--- src/rtl/vdp_cpu_if.sv ---
// Z180 host port for the VDP: TMS9918-style data/control ports that fill
// VRAM, hold the border and interrupt-enable registers, and flag vblank.
module vdp_cpu_if #(
  parameter int SYNC_STAGES = 2
) (
  input  logic        clk,
  input  logic        reset,
  input  logic        cpu_cs_n,
  input  logic        cpu_wr_n,
  input  logic        cpu_rd_n,
  input  logic        cpu_a0,
  input  logic [7:0]  cpu_din,
  output logic [7:0]  cpu_dout,
  input  logic        vsync_in,
  output logic [11:0] vram_waddr,
  output logic [7:0]  vram_wdata,
  output logic        name_we,
  output logic        colour_we,
  output logic        pattern_we,
  output logic [3:0]  border_colour_out,
  output logic        irq_n
);

  // Index 0 = write strobe, 1 = read strobe; both active at once counts as neither.
  logic [1:0] strobe_raw;
  assign strobe_raw[0] = ~cpu_cs_n & ~cpu_wr_n & cpu_rd_n;
  assign strobe_raw[1] = ~cpu_cs_n & ~cpu_rd_n & cpu_wr_n;

  logic [SYNC_STAGES-1:0] vld_reg;
  logic [1:0] sync_last, prev_last, armed, rise, fall;

  always_ff @(posedge clk or negedge reset) begin
    if (!reset) vld_reg <= '0;
    else        vld_reg <= {vld_reg[SYNC_STAGES-2:0], 1'b1};
  end

  // A strobe only arms after a genuine idle sample, so one held across reset release is ignored.
  genvar gi;
  generate
    for (gi = 0; gi < 2; gi++) begin : g_sync
      logic [SYNC_STAGES-1:0] chain_reg;
      logic                   prev_reg;
      logic                   armed_reg;

      always_ff @(posedge clk or negedge reset) begin
        if (!reset) begin
          chain_reg <= '0;
          prev_reg  <= 1'b0;
          armed_reg <= 1'b0;
        end else begin
          chain_reg <= {chain_reg[SYNC_STAGES-2:0], strobe_raw[gi]};
          prev_reg  <= chain_reg[SYNC_STAGES-1];
          armed_reg <= armed_reg | (vld_reg[SYNC_STAGES-1] & ~chain_reg[SYNC_STAGES-1]);
        end
      end

      assign sync_last[gi] = chain_reg[SYNC_STAGES-1];
      assign prev_last[gi] = prev_reg;
      assign armed[gi]     = armed_reg;
      assign rise[gi]      = sync_last[gi] & ~prev_reg & armed_reg;
      assign fall[gi]      = ~sync_last[gi] & prev_reg & armed_reg;
    end
  endgenerate

  logic        wr_evt_reg, wr_a0_reg, rd_a0_reg;
  logic [7:0]  wr_din_reg, snap_reg, rdbuf_reg, latch_reg;
  logic [11:0] addr_reg;
  logic        toggle_reg, ie_reg, vbf_reg, vsync_reg;
  logic [3:0]  r0_reg;
  logic        vsync_rise, status_clear;

  assign vsync_rise   = vsync_in & ~vsync_reg;
  assign status_clear = fall[1] & rd_a0_reg;

  // Capture the bus on the detected edge; act on it one cycle later.
  always_ff @(posedge clk or negedge reset) begin
    if (!reset) begin
      wr_evt_reg <= 1'b0;
      wr_a0_reg  <= 1'b0;
      wr_din_reg <= 8'h00;
      rd_a0_reg  <= 1'b0;
      snap_reg   <= 8'hFF;
    end else begin
      wr_evt_reg <= rise[0];
      if (rise[0]) begin
        wr_a0_reg  <= cpu_a0;
        wr_din_reg <= cpu_din;
      end
      if (rise[1]) begin
        rd_a0_reg <= cpu_a0;
        snap_reg  <= cpu_a0 ? {vbf_reg, 7'b0} : rdbuf_reg;
      end
    end
  end

  always_ff @(posedge clk or negedge reset) begin
    if (!reset) begin
      addr_reg   <= 12'h000;
      latch_reg  <= 8'h00;
      toggle_reg <= 1'b0;
      rdbuf_reg  <= 8'h00;
      r0_reg     <= 4'h0;
      ie_reg     <= 1'b0;
      vram_waddr <= 12'h000;
      vram_wdata <= 8'h00;
      name_we    <= 1'b0;
      colour_we  <= 1'b0;
      pattern_we <= 1'b0;
    end else begin
      name_we    <= 1'b0;
      colour_we  <= 1'b0;
      pattern_we <= 1'b0;
      if (wr_evt_reg) begin
        if (!wr_a0_reg) begin
          vram_waddr <= addr_reg;
          vram_wdata <= wr_din_reg;
          name_we    <= (addr_reg[11:10] == 2'b00);
          colour_we  <= (addr_reg[11:10] == 2'b01);
          pattern_we <= addr_reg[11];
          addr_reg   <= addr_reg + 12'd1;
          rdbuf_reg  <= wr_din_reg;
          toggle_reg <= 1'b0;
        end else if (!toggle_reg) begin
          latch_reg  <= wr_din_reg;
          toggle_reg <= 1'b1;
        end else begin
          toggle_reg <= 1'b0;
          if (wr_din_reg[7]) begin
            if (wr_din_reg[2:0] == 3'd0) r0_reg <= latch_reg[3:0];
            if (wr_din_reg[2:0] == 3'd1) ie_reg <= latch_reg[5];
          end else begin
            addr_reg <= {wr_din_reg[3:0], latch_reg};
          end
        end
      end
      if (fall[1]) toggle_reg <= 1'b0;
    end
  end

  // A vblank edge in the same cycle as a status-read clear leaves the flag set.
  always_ff @(posedge clk or negedge reset) begin
    if (!reset) begin
      vsync_reg <= 1'b0;
      vbf_reg   <= 1'b0;
      irq_n     <= 1'b1;
    end else begin
      vsync_reg <= vsync_in;
      if (vsync_rise)        vbf_reg <= 1'b1;
      else if (status_clear) vbf_reg <= 1'b0;
      irq_n <= ~(vbf_reg & ie_reg);
    end
  end

  assign border_colour_out = r0_reg;
  assign cpu_dout = (prev_last[1] & strobe_raw[1]) ? snap_reg : 8'hFF;

endmodule

--- config.mk ---
export PLATFORM = sky130hd
export DESIGN_NAME = vdp_cpu_if
export DESIGN_NICKNAME = d
export VERILOG_FILES = /design/src/rtl/vdp_cpu_if.sv
export SDC_FILE = /design/constraint.sdc
export NUM_CORES = 1
export LEC_CHECK = 0
export BUFFER_PORTS_ARGS = -buffer_cell sky130_fd_sc_hd__buf_2
export CAP_MARGIN = 20
export CELL_PAD_IN_SITES_DETAIL_PLACEMENT = 0
export CELL_PAD_IN_SITES_GLOBAL_PLACEMENT = 2
export CORE_MARGIN = 2
export CORE_UTILIZATION = 25
export CTS_CLUSTER_DIAMETER = 200
export DETAILED_ROUTE_END_ITERATION = 12
export HOLD_SLACK_MARGIN = 0.03
export PLACE_DENSITY = 0.63
export SLEW_MARGIN = 20
export SYNTH_ARGS = -nofsm -noshare
export SYNTH_HDL_FRONTEND = slang
export SYNTH_SLANG_ARGS = --single-unit
--- constraint.sdc ---
create_clock -name clk -period 3.9 [get_ports clk]
set_clock_uncertainty 0.1 [all_clocks]
set_input_delay 0.78 -clock clk [delete_from_list [all_inputs] [get_ports clk]]
set_output_delay 0.78 -clock clk [all_outputs]
set_load 0.01 [all_outputs]
* Yosys cells after proc, flatten, opt, wreduce, memory -nomap -nowiden
Index checks and enable logic that the tools add are counted.
** Storage, ports and cells
- Word-level logic and storage cells :: 85
- Bits in registers :: 81
- Input bits :: 15
** Operators by class
- Multiplexer cells :: 17
- Add/sub/neg operators :: 1
- Bitwise gates (word level) :: 29
- Equality and inequality tests :: 4
- Reductions and logical operators :: 9
** Operator list (number)
- 2-to-1 mux 12 bit :: 3
- AND 1 bit :: 16
- 2-to-1 mux 8 bit :: 2
- adder 12 x 1 -> 12 bit (second input constant) :: 1
- 2-to-1 mux 1 bit :: 12
- NOT 1 bit :: 11
- AND reduction 5 bit :: 2
- AND reduction 3 bit :: 2
- nonzero test 2 bit :: 2
- == test 3 x 1 -> 1 bit (second input constant) :: 1
- zero test 3 bit :: 1
- == test 2 x 1 -> 1 bit (second input constant) :: 1
- zero test 2 bit :: 1
- != test 2 x 1 -> 1 bit (second input constant) :: 1
- != test 2 bit (second input constant) :: 1
- bitwise OR 1 bit :: 2
- AND reduction 2 bit :: 1

* Logic depth before layout (Yosys ltp)
Gate-level depths: netlist (run 1).
- Depth in word-level cells :: 6
- Depth in mapped cells :: 6

* Worst setup path after synthesis (run 1)
No wires, ideal clock.
- Kind :: in2out
- From :: in cpu_cs_n
- To :: out cpu_dout[0]
- Slack :: 1656 ps
- Buffers on the path :: 0
- Cell stages on the path :: 3
- Arrival time :: 1364 ps
- Required time :: 3020 ps
- Cells stage by stage :: nor3b_1 and2_1 nand2b_1
** Between the ends
- Cells in the longest elaborated chain, start to end :: 5
** Ends and longest elaborated chain
- start: declaration :: line 8 : input logic cpu_cs_n,
- NOT 1 bit :: line 27 : assign strobe_raw[1] = ~cpu_cs_n & ~cpu_rd_n & cpu_wr_n;
- AND 1 bit (2 in a row) :: line 27
- AND 1 bit :: line 155 : assign cpu_dout = (prev_last[1] & strobe_raw[1]) ? snap_reg : 8'hFF;
- 2-to-1 mux 8 bit :: line 155
- end: declaration :: line 13 : output logic [7:0] cpu_dout,
Every way passes these cells.

* Final worst setup path (run 1)
- From :: in cpu_cs_n
- To :: out cpu_dout[5]
** Between the ends
- Cells in the longest elaborated chain, start to end :: 5
** Ends and longest elaborated chain
- NOT 1 bit :: line 27
- AND 1 bit (2 in a row) :: line 27
- via strobe_raw[1] :: line 25 : logic [1:0] strobe_raw;
- AND 1 bit :: line 155
- 2-to-1 mux 8 bit :: line 155
The timed path passes the listed nets, and every way through them passes these cells.

==> results by group, run 1 <==
Setup path
  • Crit start category: input pin
  • Arrival time at the worst endpoint: 1.71 ns
  • CP cell instances: buf_2, nor3b_1, and2_1, nand2b_1, buf_2
  • CP max stage cell: and2_1
  • Crit. End Element: primary output
  • Cell mode on critical path: buf_2
  • Max FO, Critical Path: 8
  • Slowest stage delay, CP: 0.34 ns
  • CP Class: input pin to primary output
  • WP data required: 3.02 ns

Clocking
  • Post CTS Setup Buffer Count: 0
  • CTS max path bufs: 2
  • Clock sinks: 81
  • CTS Hold Buffers Added: 0
  • CTS Buf Count: 9
  • CTS tree: built
  • Worst-Skew Late Latency: 0.34 ns
  • Post-CTS Resized: 0
  • Root buf cell: clkbuf_16
  • H-tree Lvls: 3
  • Clock transition at the registers of the reported paths: 0.06 ns

Drt
  • Post-DRT Antenna Nets: 0
  • DRC: 0
  • DR iter-0 viols: 146
  • Vias: 2459
  • Via/cell ratio: 4.41
  • First-pass DRT Iterations: 4
  • Routed wire per std cell: 14.1 µm
  • Final wirelength: 7.87 mm

Finish
  • Layout area overhead: 21.7%
  • N_diodes: 0
  • Fillers: 1407
  • Layout Nets: 392
  • Share of layout cells above drive strength 1: 25.7%

Yosys
  • Yosys warnings: 0
  • Mapped cell area: 0.00338 mm²
  • Top cells by area, synth: dfrtp_1 (53%), nand2_1 (11%), dfstp_2 (7.0%), mux2_2 (4.7%), nand2b_1 (3.5%)
  • Synthesized flop and latch total: 81
  • Cells after Synth: 326
  • Mapped Nets: 342
  • Synth area leader: dfrtp_1
  • Yosys cell types: 43
  • Yosys top cell area share: 53.3%
  • Sequential area share after synthesis: 60.2%
  • Mapped Avg Cell Area: 10.4 µm²

GRT
  • Antenna violations before repair: 0
  • First-pass GRT wire length: 13.0 mm
  • Total gr overflow: 0
  • Largest net degree at the start of global routing: 82
  • GRT Resource Usage Total: 11.8%
  • Number of global-route vias before repair: 2545

Timing
  • Hold Violations, Final: 0
  • Period utilization: 66.4%
  • Worst slew pin tran: 0.815 ns
  • Normalized max-slew margin: 45.7%
  • Slew Limit Fails: 0
  • Post-Route Setup TNS: 0 ns
  • Fin crit period: 2.59 ns
  • Final setup viols: 0
  • RSZ-0062 raised after global routing: no
  • FMAX: 0.386 GHz

Placement
  • I/O Buffers: 50
  • Final RePlAce weighted congestion: 0.727
  • Dpl hpwl: 5.45 mm

Pwr
  • Sw Share: 29.5%
  • NetSw: 0.743 mW
  • Clock share of power: 34.6%
  • Share of power burned in registers: 48.6%
  • Combinational power share: 16.8%
  • PD cells: 611 mW/mm²
  • Peak supply drop: 0.210 mV
  • Pint: 1.77 mW
  • Pleak: 1.94 nW
  • Total power: 2.51 mW

Die
  • Area of the die: 0.0145 mm²
  • I/O Pins: 51
  • Initial Util: 25.5%
  • Die Wd: 120 µm
  • Core area: 0.0132 mm²
  • Cell Rows: 42
  • Die Span Y: 120 µm

Flow run
  • Max_cap viols: 0

Outcome
  • Outcome: completed

Min path
  • HP Class: flip-flop to flip-flop
-- kinds of logic after synthesis --
logic type / Yosys count / synth area share, %
other cells: 1 / 0.111
buf+inv: 21 / 2.81
compound gates: 48 / 8.88
flops: 81 / 60.2
simple gates: 156 / 21.7
fa+ha+maj: 1 / 0.370
mux: 18 / 5.84
-- worst paths after layout --
check	from	endpoint	slack, ns	cells after the start
hold / removal	vld_reg[0]	vld_reg[1]	0.25	0
min in group asynchronous	reset	vram_waddr[1]	0.40	1
max in group asynchronous	reset	rdbuf_reg[2]	2.79	1
setup reg to reg	wr_a0_reg	addr_reg[6]	1.50	4
hold reg to reg	vld_reg[0]	vld_reg[1]	0.25	0
setup / recovery	cpu_cs_n	cpu_dout[5]	1.31	5
-- cell usage after synthesis (all sizes together) --
cell,count
a211oi,3
a21o,3
a21oi,8
a22oi,1
a311oi,1
a32oi,1
and2,2
and2b,1
and3,2
buf,10
clkbuf,3
clkinv,1
conb,1
dfrtp,72
dfstp,9
ha,1
inv,7
mux2,14
mux2i,4
nand2,97
nand2b,19
nand3,5
nand3b,3
nand4,3
nor2,6
nor2b,2
nor3,6
nor3b,3
nor4,5
o211ai,3
o21ai,22
o22a,2
o22ai,2
o311ai,1
o31ai,1
or2,1
or3,1
-- routing by layer --
| metal | up-vias | part of all wire (%) | global-route usage, % |
|---|---|---|---|
| met5 | - | 0 | 0 |
| li1 | 1197 | - | - |
| met4 | 0 | 2.6 | 6.18 |
| met3 | 14 | 3.3 | 2.92 |
| met1 | 1211 | 47 | 15.0 |
| met2 | 37 | 47 | 18.4 |
-- layout make-up --
cell class                      instances  area, µm²  share of cell area, %
Sequential cell                        81       2040                   49.5
Clock buffer                           11        253                   6.14
Inverter                                8       30.0                  0.729
Multi-Input combinational cell        224       1250                   30.4
Timing Repair Buffer                   52        272                   6.60
Clock inverter                          5       53.8                   1.31
Tap cell                              176        220                   5.35
-- layout by cell type (no fill, tap or decap), drive strengths merged --
cell type,count
mux2i,4
nor3b,3
nor2,6
o22ai,2
nand2,97
a22oi,1
bufinv,1
nor4,5
dfrtp,72
dfstp,9
a21oi,8
nand4,3
nand3b,3
ha,1
o311ai,1
o211ai,3
or2,1
a21o,3
conb,1
o22a,2
mux2,14
nor2b,2
a32oi,1
a211oi,3
clkbuf,11
o31ai,1
a311oi,1
nand3,5
inv,7
clkinv,5
buf,52
or3,1
and3,2
and2b,1
nand2b,19
and2,2
o21ai,22
nor3,6
-- power by group through the flow --
| stage | Combinational [mW] | Clock [mW] | Sequential, mW |
|---|---|---|---|
| 2_1_floorplan | 0.257 | 0 | 1.21 |
| 3_3_place_gp | 0.424 | 0 | 1.24 |
| 3_5_place_dp | 0.430 | 0 | 1.25 |
| 4_1_cts | 0.433 | 0.901 | 1.23 |
| 5_1_grt | 0.487 | 0.927 | 1.26 |
| 6_report | 0.422 | 0.871 | 1.22 |
-- stage by stage --
stage / utilization, % / instance area (µm²) / hold slack, ns / cells / setup WS, ns
CTS: 31.1 / 4110 / 0.251 / 557 / 1.26
global route: 31.1 / 4120 / 0.261 / 557 / 1.15
floorplan: - / 3380 / 0.231 / 326 / 1.66
finish: 31.1 / 4120 / 0.249 / 557 / 1.31
global placement: 28.7 / 3810 / 0.236 / 541 / 1.28
detailed placement: 28.7 / 3810 / 0.237 / 541 / 1.27
-- critical path, delay by kind of cell --
kind | cells | cell delay [ns]
buffers and inverters | 2 | 0.24
and+or+nand+nor | 3 | 0.68
(Power assumes the default switching activity.)
==> run 2: changes to the inputs <==
==> constraint.sdc (replaced) <==
create_clock -name clk -period 2.7 [get_ports clk]
set_clock_uncertainty 0.1 [all_clocks]
set_input_delay 0.54 -clock clk [delete_from_list [all_inputs] [get_ports clk]]
set_output_delay 0.54 -clock clk [all_outputs]
set_load 0.01 [all_outputs]
==> run 2 against run 1 <==
  * Clock power is 57% higher
  * Global-route usage is 0.16 points higher
  * Register-to-register slack worse by 0.93 ns
  * Critical endpoint is now addr_reg[6]
  * Worst setup slack worse by 0.74 ns
  * Sequential share of layout area is 0.94 points lower
  * Critical path depth is 1 lower
  * Core utilization is 0.60 points higher
  * Via count is 0.16% higher
  * Total power is 50% higher
==> results by group, run 2 (synthesized netlist as in run 1, its figures left out) <==
Outcome
  • Outcome: completed (unchanged)

Placement
  • Final RePlAce weighted congestion: 0.756 (was 0.727)
  • I/O Buffers: 50 (unchanged)
  • Dpl hpwl: 5.65 mm (was 5.45 mm)

Clocking
  • CTS Buf Count: 9 (unchanged)
  • CTS max path bufs: 2 (unchanged)
  • CTS tree: built (unchanged)
  • Clock transition at the registers of the reported paths: 0.06 ns (about the same)
  • H-tree Lvls: 3 (unchanged)
  • CTS Hold Buffers Added: 0 (unchanged)
  • Worst-Skew Late Latency: 0.34 ns (about the same)
  • Root buf cell: clkbuf_16 (unchanged)
  • Post CTS Setup Buffer Count: 0 (unchanged)
  • Post-CTS Resized: 0 (unchanged)
  • Clock sinks: 81 (unchanged)

Setup path
  • Arrival time at the worst endpoint: 2.27 ns (was 1.71 ns)
  • CP cell instances: clkinv_1, o21ai_2, mux2i_1, a311oi_1 (was buf_2, nor3b_1, and2_1, nand2b_1, buf_2)
  • CP Capture Point: addr_reg[6] (was cpu_dout[5])
  • CP Class: flip-flop to flip-flop (was input pin to primary output)
  • Bufs and invs on worst path: 1 (was 2)
  • CP max stage cell: dfrtp_1 (was and2_1)
  • Delay-heaviest family, CP: flip-flops (was simple AND/OR/NAND/NOR gates)
  • Reg-to-reg slack, setup: 0.57 ns (was 1.50 ns)
  • Cells on worst reg2reg path: 4 (unchanged)
  • Critical R2R Launch: wr_a0_reg (unchanged)
  • Crit. End Element: flip-flop (was primary output)
  • Slowest stage delay, CP: 0.80 ns (was 0.34 ns)
  • Critical Path Stages: 4 (was 5)
  • Max FO, Critical Path: 20 (was 8)
  • Crit start category: flip-flop (was input pin)
  • WP data required: 2.84 ns (was 3.02 ns)
  • Crit path from: wr_a0_reg (was cpu_cs_n)
  • Reg-to-reg endpoint: addr_reg[6] (unchanged)

Pwr
  • Pleak: 1.98 nW (was 1.94 nW)
  • PD cells: 896 mW/mm² (was 611 mW/mm²)
  • Peak supply drop: 0.329 mV (was 0.210 mV)
  • Total power: 3.76 mW (was 2.51 mW)

Drt
  • DR iter-0 viols: 84 (was 146)
  • Via/cell ratio: 4.38 (was 4.41)
  • Vias: 2463 (was 2459)
  • Routed wire per std cell: 14.2 µm (was 14.1 µm)
  • First-pass DRT Iterations: 6 (was 4)
  • DRC: 0 (unchanged)
  • Final wirelength: 7.98 mm (was 7.87 mm)
  • Post-DRT Antenna Nets: 0 (unchanged)

Flow run
  • Max_cap viols: 0 (unchanged)

Die
  • Area of the die: 0.0145 mm² (unchanged)
  • Die Wd: 120 µm (unchanged)
  • Initial Util: 25.5% (unchanged)
  • Cell Rows: 42 (unchanged)
  • Die Span Y: 120 µm (unchanged)
  • Core area: 0.0132 mm² (unchanged)
  • I/O Pins: 51 (unchanged)

Finish
  • Layout Nets: 397 (was 392)
  • Most common cell after layout, fill and taps aside: nand2_1 (unchanged)
  • N_diodes: 0 (unchanged)
  • Share of layout cells above drive strength 1: 26.7% (was 25.7%)
  • Most frequent cells in the layout: nand2_1 (96), dfrtp_1 (72), buf_2 (49), o21ai_0 (21), nand2b_1 (19) (unchanged)
  • Layout area overhead: 24.0% (was 21.7%)

GRT
  • Largest net degree at the start of global routing: 36 (was 82)
  • Number of global-route vias before repair: 2574 (was 2545)
  • Total gr overflow: 0 (unchanged)
  • Antenna violations before repair: 0 (unchanged)
  • First-pass GRT wire length: 13.3 mm (was 13.0 mm)
  • GRT Resource Usage Total: 11.9% (was 11.8%)

Timing
  • Slew Limit Fails: 0 (unchanged)
  • Fin crit period: 2.13 ns
  • Normalized max-slew margin: 52.7% (was 45.7%)
  • FMAX: 0.470 GHz
  • Post-Route Setup TNS: 0 ns (unchanged)
  • RSZ-0062 raised after global routing: no (unchanged)
  • Worst slew pin tran: 0.709 ns (was 0.815 ns)
  • Period utilization: 78.7%
  • Worst Hold Margin: 0.0611 ns (was 0.249 ns)
  • Hold Violations, Final: 0 (unchanged)
  • Final setup viols: 0 (unchanged)

Min path
  • HP Class: input pin to async pin (was flip-flop to flip-flop)
[run 2: cell count changes in the layout (fill, tap and decap cells not counted)]
cell	delta
buf_4	+5
clkinv_2	-2
buf_12	+1
buf_6	-1
bufinv_16	+1
clkbuf_8	+1
[run 2: how the worst min path moves through the flow]
stage / start / end / slack, ns
2_1_floorplan: reset / addr_reg[0] / 0.14
3_3_place_gp: vld_reg[0] / vld_reg[1] / 0.23
3_5_place_dp: vld_reg[0] / vld_reg[1] / 0.24
4_1_cts: reset / vram_waddr[2] / 0.07
5_1_grt: reset / vram_waddr[2] / 0.09
6_report: reset / vram_waddr[2] / 0.06
[run 2: final cells by class]
type / instances / area (µm²)
clock buffers: 12 / 267
clock inverters: 4 / 73.8
fillers: 1408 / 9050
inverters: 8 / 30.0
multi-input cells: 224 / 1250
flip-flops and latches: 81 / 2040
well taps: 176 / 220
repair buffers: 57 / 318
[run 2: power by group]
| part | total (mW) | internal [mW] | switching (mW) |
|---|---|---|---|
| sequential | 1.77 | 1.51 | 0.264 |
| clock | 1.37 | 0.885 | 0.480 |
| combinational | 0.622 | 0.296 | 0.326 |
| total | 3.76 | 2.69 | 1.07 |
[run 2: worst reg2reg max path: cells and delay by family (launching register included)]
kind	cells	cell delay (ns)
buf+inv	1	0.23
flops	1	0.80
mux	1	0.16
compound gates	2	0.75
[run 2: routing by layer]
metal | vias up | routed length, µm | global-route usage (%)
met5 | - | 0 | 0
met4 | 0 | 238 | 6.61
met3 | 18 | 238 | 2.59
met2 | 47 | 3680 | 18.0
met1 | 1195 | 3820 | 15.9
li1 | 1203 | - | -
[run 2: per-stage QoR]
stage	area [µm²]	worst slack, ns	std cells	utilization, %
floorplan	3380	0.936	326	-
global placement	3860	0.551	546	29.1
detailed placement	3860	0.530	546	29.1
CTS	4200	0.527	562	31.7
global route	4200	0.352	562	31.7
finish	4200	0.575	562	31.7
==> run 3: changes to the inputs <==
==> constraint.sdc (replaced) <==
create_clock -name clk -period 2.2 [get_ports clk]
set_clock_uncertainty 0.1 [all_clocks]
set_input_delay 0.44 -clock clk [delete_from_list [all_inputs] [get_ports clk]]
set_output_delay 0.44 -clock clk [all_outputs]
set_load 0.01 [all_outputs]
==> run 3 against run 2 <==
  * Clock power up 32%
  * Cell count up 1.1%
  * Register-to-register slack got worse by 0.06 ns
  * Worst setup slack lost 0.29 ns
  * Global-route usage up 0.062 points
  * Sequential cell count is the same
  * Total power grew 26%
  * Core utilization up 0.50 points
  * Sequential share of layout area is 0.76 points lower
  * Die area is the same
  * Combinational power grew 28%
==> results by group, run 3 (synthesized netlist as in run 1, its figures left out) <==
Timing
  • FMAX: 0.521 GHz
  • Final setup viols: 0 (unchanged)
  • Period utilization: 87.2%
  • Normalized max-slew margin: 64.4% (was 52.7%)
  • Post-Route Setup TNS: 0 ns (unchanged)
  • Worst slew pin tran: 0.535 ns (was 0.709 ns)
  • Hold Violations, Final: 0 (unchanged)
  • Fin crit period: 1.92 ns
  • Slew Limit Fails: 0 (unchanged)
  • RSZ-0062 raised after global routing: no (unchanged)

Finish
  • Final core occ: 32.2% (was 31.7%)
  • N_diodes: 0 (unchanged)
  • Most common cell after layout, fill and taps aside: nand2_1 (unchanged)
  • Layout Nets: 403 (was 397)
  • Most frequent cells in the layout: nand2_1 (96), dfrtp_1 (72), buf_2 (49), o21ai_0 (21), nand2b_1 (19) (unchanged)
  • Share of layout cells above drive strength 1: 27.3% (was 26.7%)
  • Layout area overhead: 26.0% (was 24.0%)

Drt
  • Via/cell ratio: 4.28 (was 4.38)
  • Post-DRT Antenna Nets: 0 (unchanged)
  • Met2 routed WL: 3.68 mm (about the same)
  • Final wirelength: 7.92 mm (was 7.98 mm)
  • Highest metal used: met4 (unchanged)
  • DR WL met3: 270 µm (was 238 µm)
  • DRC: 0 (unchanged)
  • DR iter-0 viols: 85 (was 84)
  • DRT met1 WL: 3.88 mm (was 3.82 mm)
  • Vias: 2429 (was 2463)
  • First-pass DRT Iterations: 4 (was 6)
  • Routed wire per std cell: 13.9 µm (was 14.2 µm)

Setup path
  • Cell mode on critical path: buf_2
  • CP max stage cell: and2_1 (was dfrtp_1)
  • CP cell instances: buf_2, nor3b_1, and2_1, nand2b_1, buf_2 (was clkinv_1, o21ai_2, mux2i_1, a311oi_1)
  • Crit start category: input pin (was flip-flop)
  • Max FO, Critical Path: 8 (was 20)
  • Arrival time at the worst endpoint: 1.38 ns (was 2.27 ns)
  • Crit. End Element: primary output (was flip-flop)
  • CP Class: input pin to primary output (was flip-flop to flip-flop)
  • Slowest stage delay, CP: 0.34 ns (was 0.80 ns)
  • WP data required: 1.66 ns (was 2.84 ns)

Die
  • Initial Util: 25.5% (unchanged)
  • Die Wd: 120 µm (unchanged)
  • Cell Rows: 42 (unchanged)
  • Core area: 0.0132 mm² (unchanged)
  • Die Span Y: 120 µm (unchanged)
  • Area of the die: 0.0145 mm² (unchanged)
  • I/O Pins: 51 (unchanged)

Pwr
  • Peak supply drop: 0.405 mV (was 0.329 mV)
  • Total power: 4.75 mW (was 3.76 mW)
  • Pleak: 2.02 nW (was 1.98 nW)
  • PD cells: 1110 mW/mm² (was 896 mW/mm²)

Clocking
  • CTS Buf Count: 9 (unchanged)
  • Root buf cell: clkbuf_16 (unchanged)
  • Worst-Skew Late Latency: 0.34 ns (about the same)
  • CTS tree: built (unchanged)
  • CTS max path bufs: 2 (unchanged)
  • Clock sinks: 81 (unchanged)
  • H-tree Lvls: 3 (unchanged)
  • Clock transition at the registers of the reported paths: 0.06 ns (about the same)
  • Post-CTS Resized: 0 (unchanged)

Placement
  • Final RePlAce weighted congestion: 0.707 (was 0.756)
  • I/O Buffers: 50 (unchanged)
  • Dpl hpwl: 5.73 mm (was 5.65 mm)

GRT
  • Number of global-route vias before repair: 2545 (was 2574)
  • Largest net degree at the start of global routing: 39 (was 36)
  • Total gr overflow: 0 (unchanged)
  • GRT Resource Usage Total: 12.0% (was 11.9%)
  • First-pass GRT wire length: 13.3 mm (about the same)
  • Antenna violations before repair: 0 (unchanged)

Min path
  • HP Class: input pin to flip-flop (was input pin to async pin)

Outcome
  • Outcome: completed (unchanged)

Flow run
  • Max_cap viols: 0 (unchanged)
## run 3: what timing repair did
action                                 in CTS  in global routing
buffers inserted                            0                  0
endpoints found under the hold margin      28                  0
setup endpoints to repair                   0                  0
hold buffers                                1                  0
## run 3: final timing paths
check	startpoint	endpoint	slack [ns]	cells past startpoint
worst max-delay path	cpu_cs_n	cpu_dout[4]	0.28	5
worst min-delay path	vsync_in	vsync_reg	0.13	1
worst max register to register	addr_reg[0]	addr_reg[10]	0.51	5
worst min register to register	vld_reg[0]	vld_reg[1]	0.25	0
max in group asynchronous	reset	vram_waddr[1]	0.81	3
min in group asynchronous	reset	addr_reg[1]	0.53	2
## run 3: worst max-delay path: cells and delay by family
kind,cells,cell delay (ns)
buffers and inverters,2,0.24
AND/OR/NAND/NOR,3,0.68
## run 3: metal layers
| metal | track usage (%) | vias up |
|---|---|---|
| li1 | - | 1214 |
| met1 | 16.2 | 1176 |
| met2 | 18.0 | 33 |
| met3 | 4.01 | 6 |
| met4 | 4.14 | 0 |
| met5 | 0 | - |
## run 3: area by class of cell
type,count,area (µm²)
multi-input cells,224,1250
repair buffers,63,365
inverters,8,30.0
flip-flops and latches,81,2040
well taps,176,220
fillers,1438,8980
clock inverters,6,130
clock buffers,10,229
## run 3: where the power goes
group / total (mW) / switching, mW / internal [mW]
clock: 1.81 / 0.589 / 1.22
sequential: 2.14 / 0.291 / 1.85
combinational: 0.796 / 0.422 / 0.374
## run 3: metrics by stage
step / worst slack (ns) / instance area (µm²) / hold WS, ns / instances
6_report: 0.282 / 4260 / 0.126 / 568
5_1_grt: 0.111 / 4260 / 0.118 / 568
4_1_cts: 0.242 / 4260 / 0.112 / 568
3_5_place_dp: 0.245 / 3890 / 0.236 / 551
3_3_place_gp: 0.256 / 3890 / 0.233 / 551
2_1_floorplan: 0.636 / 3380 / 0.0444 / 326
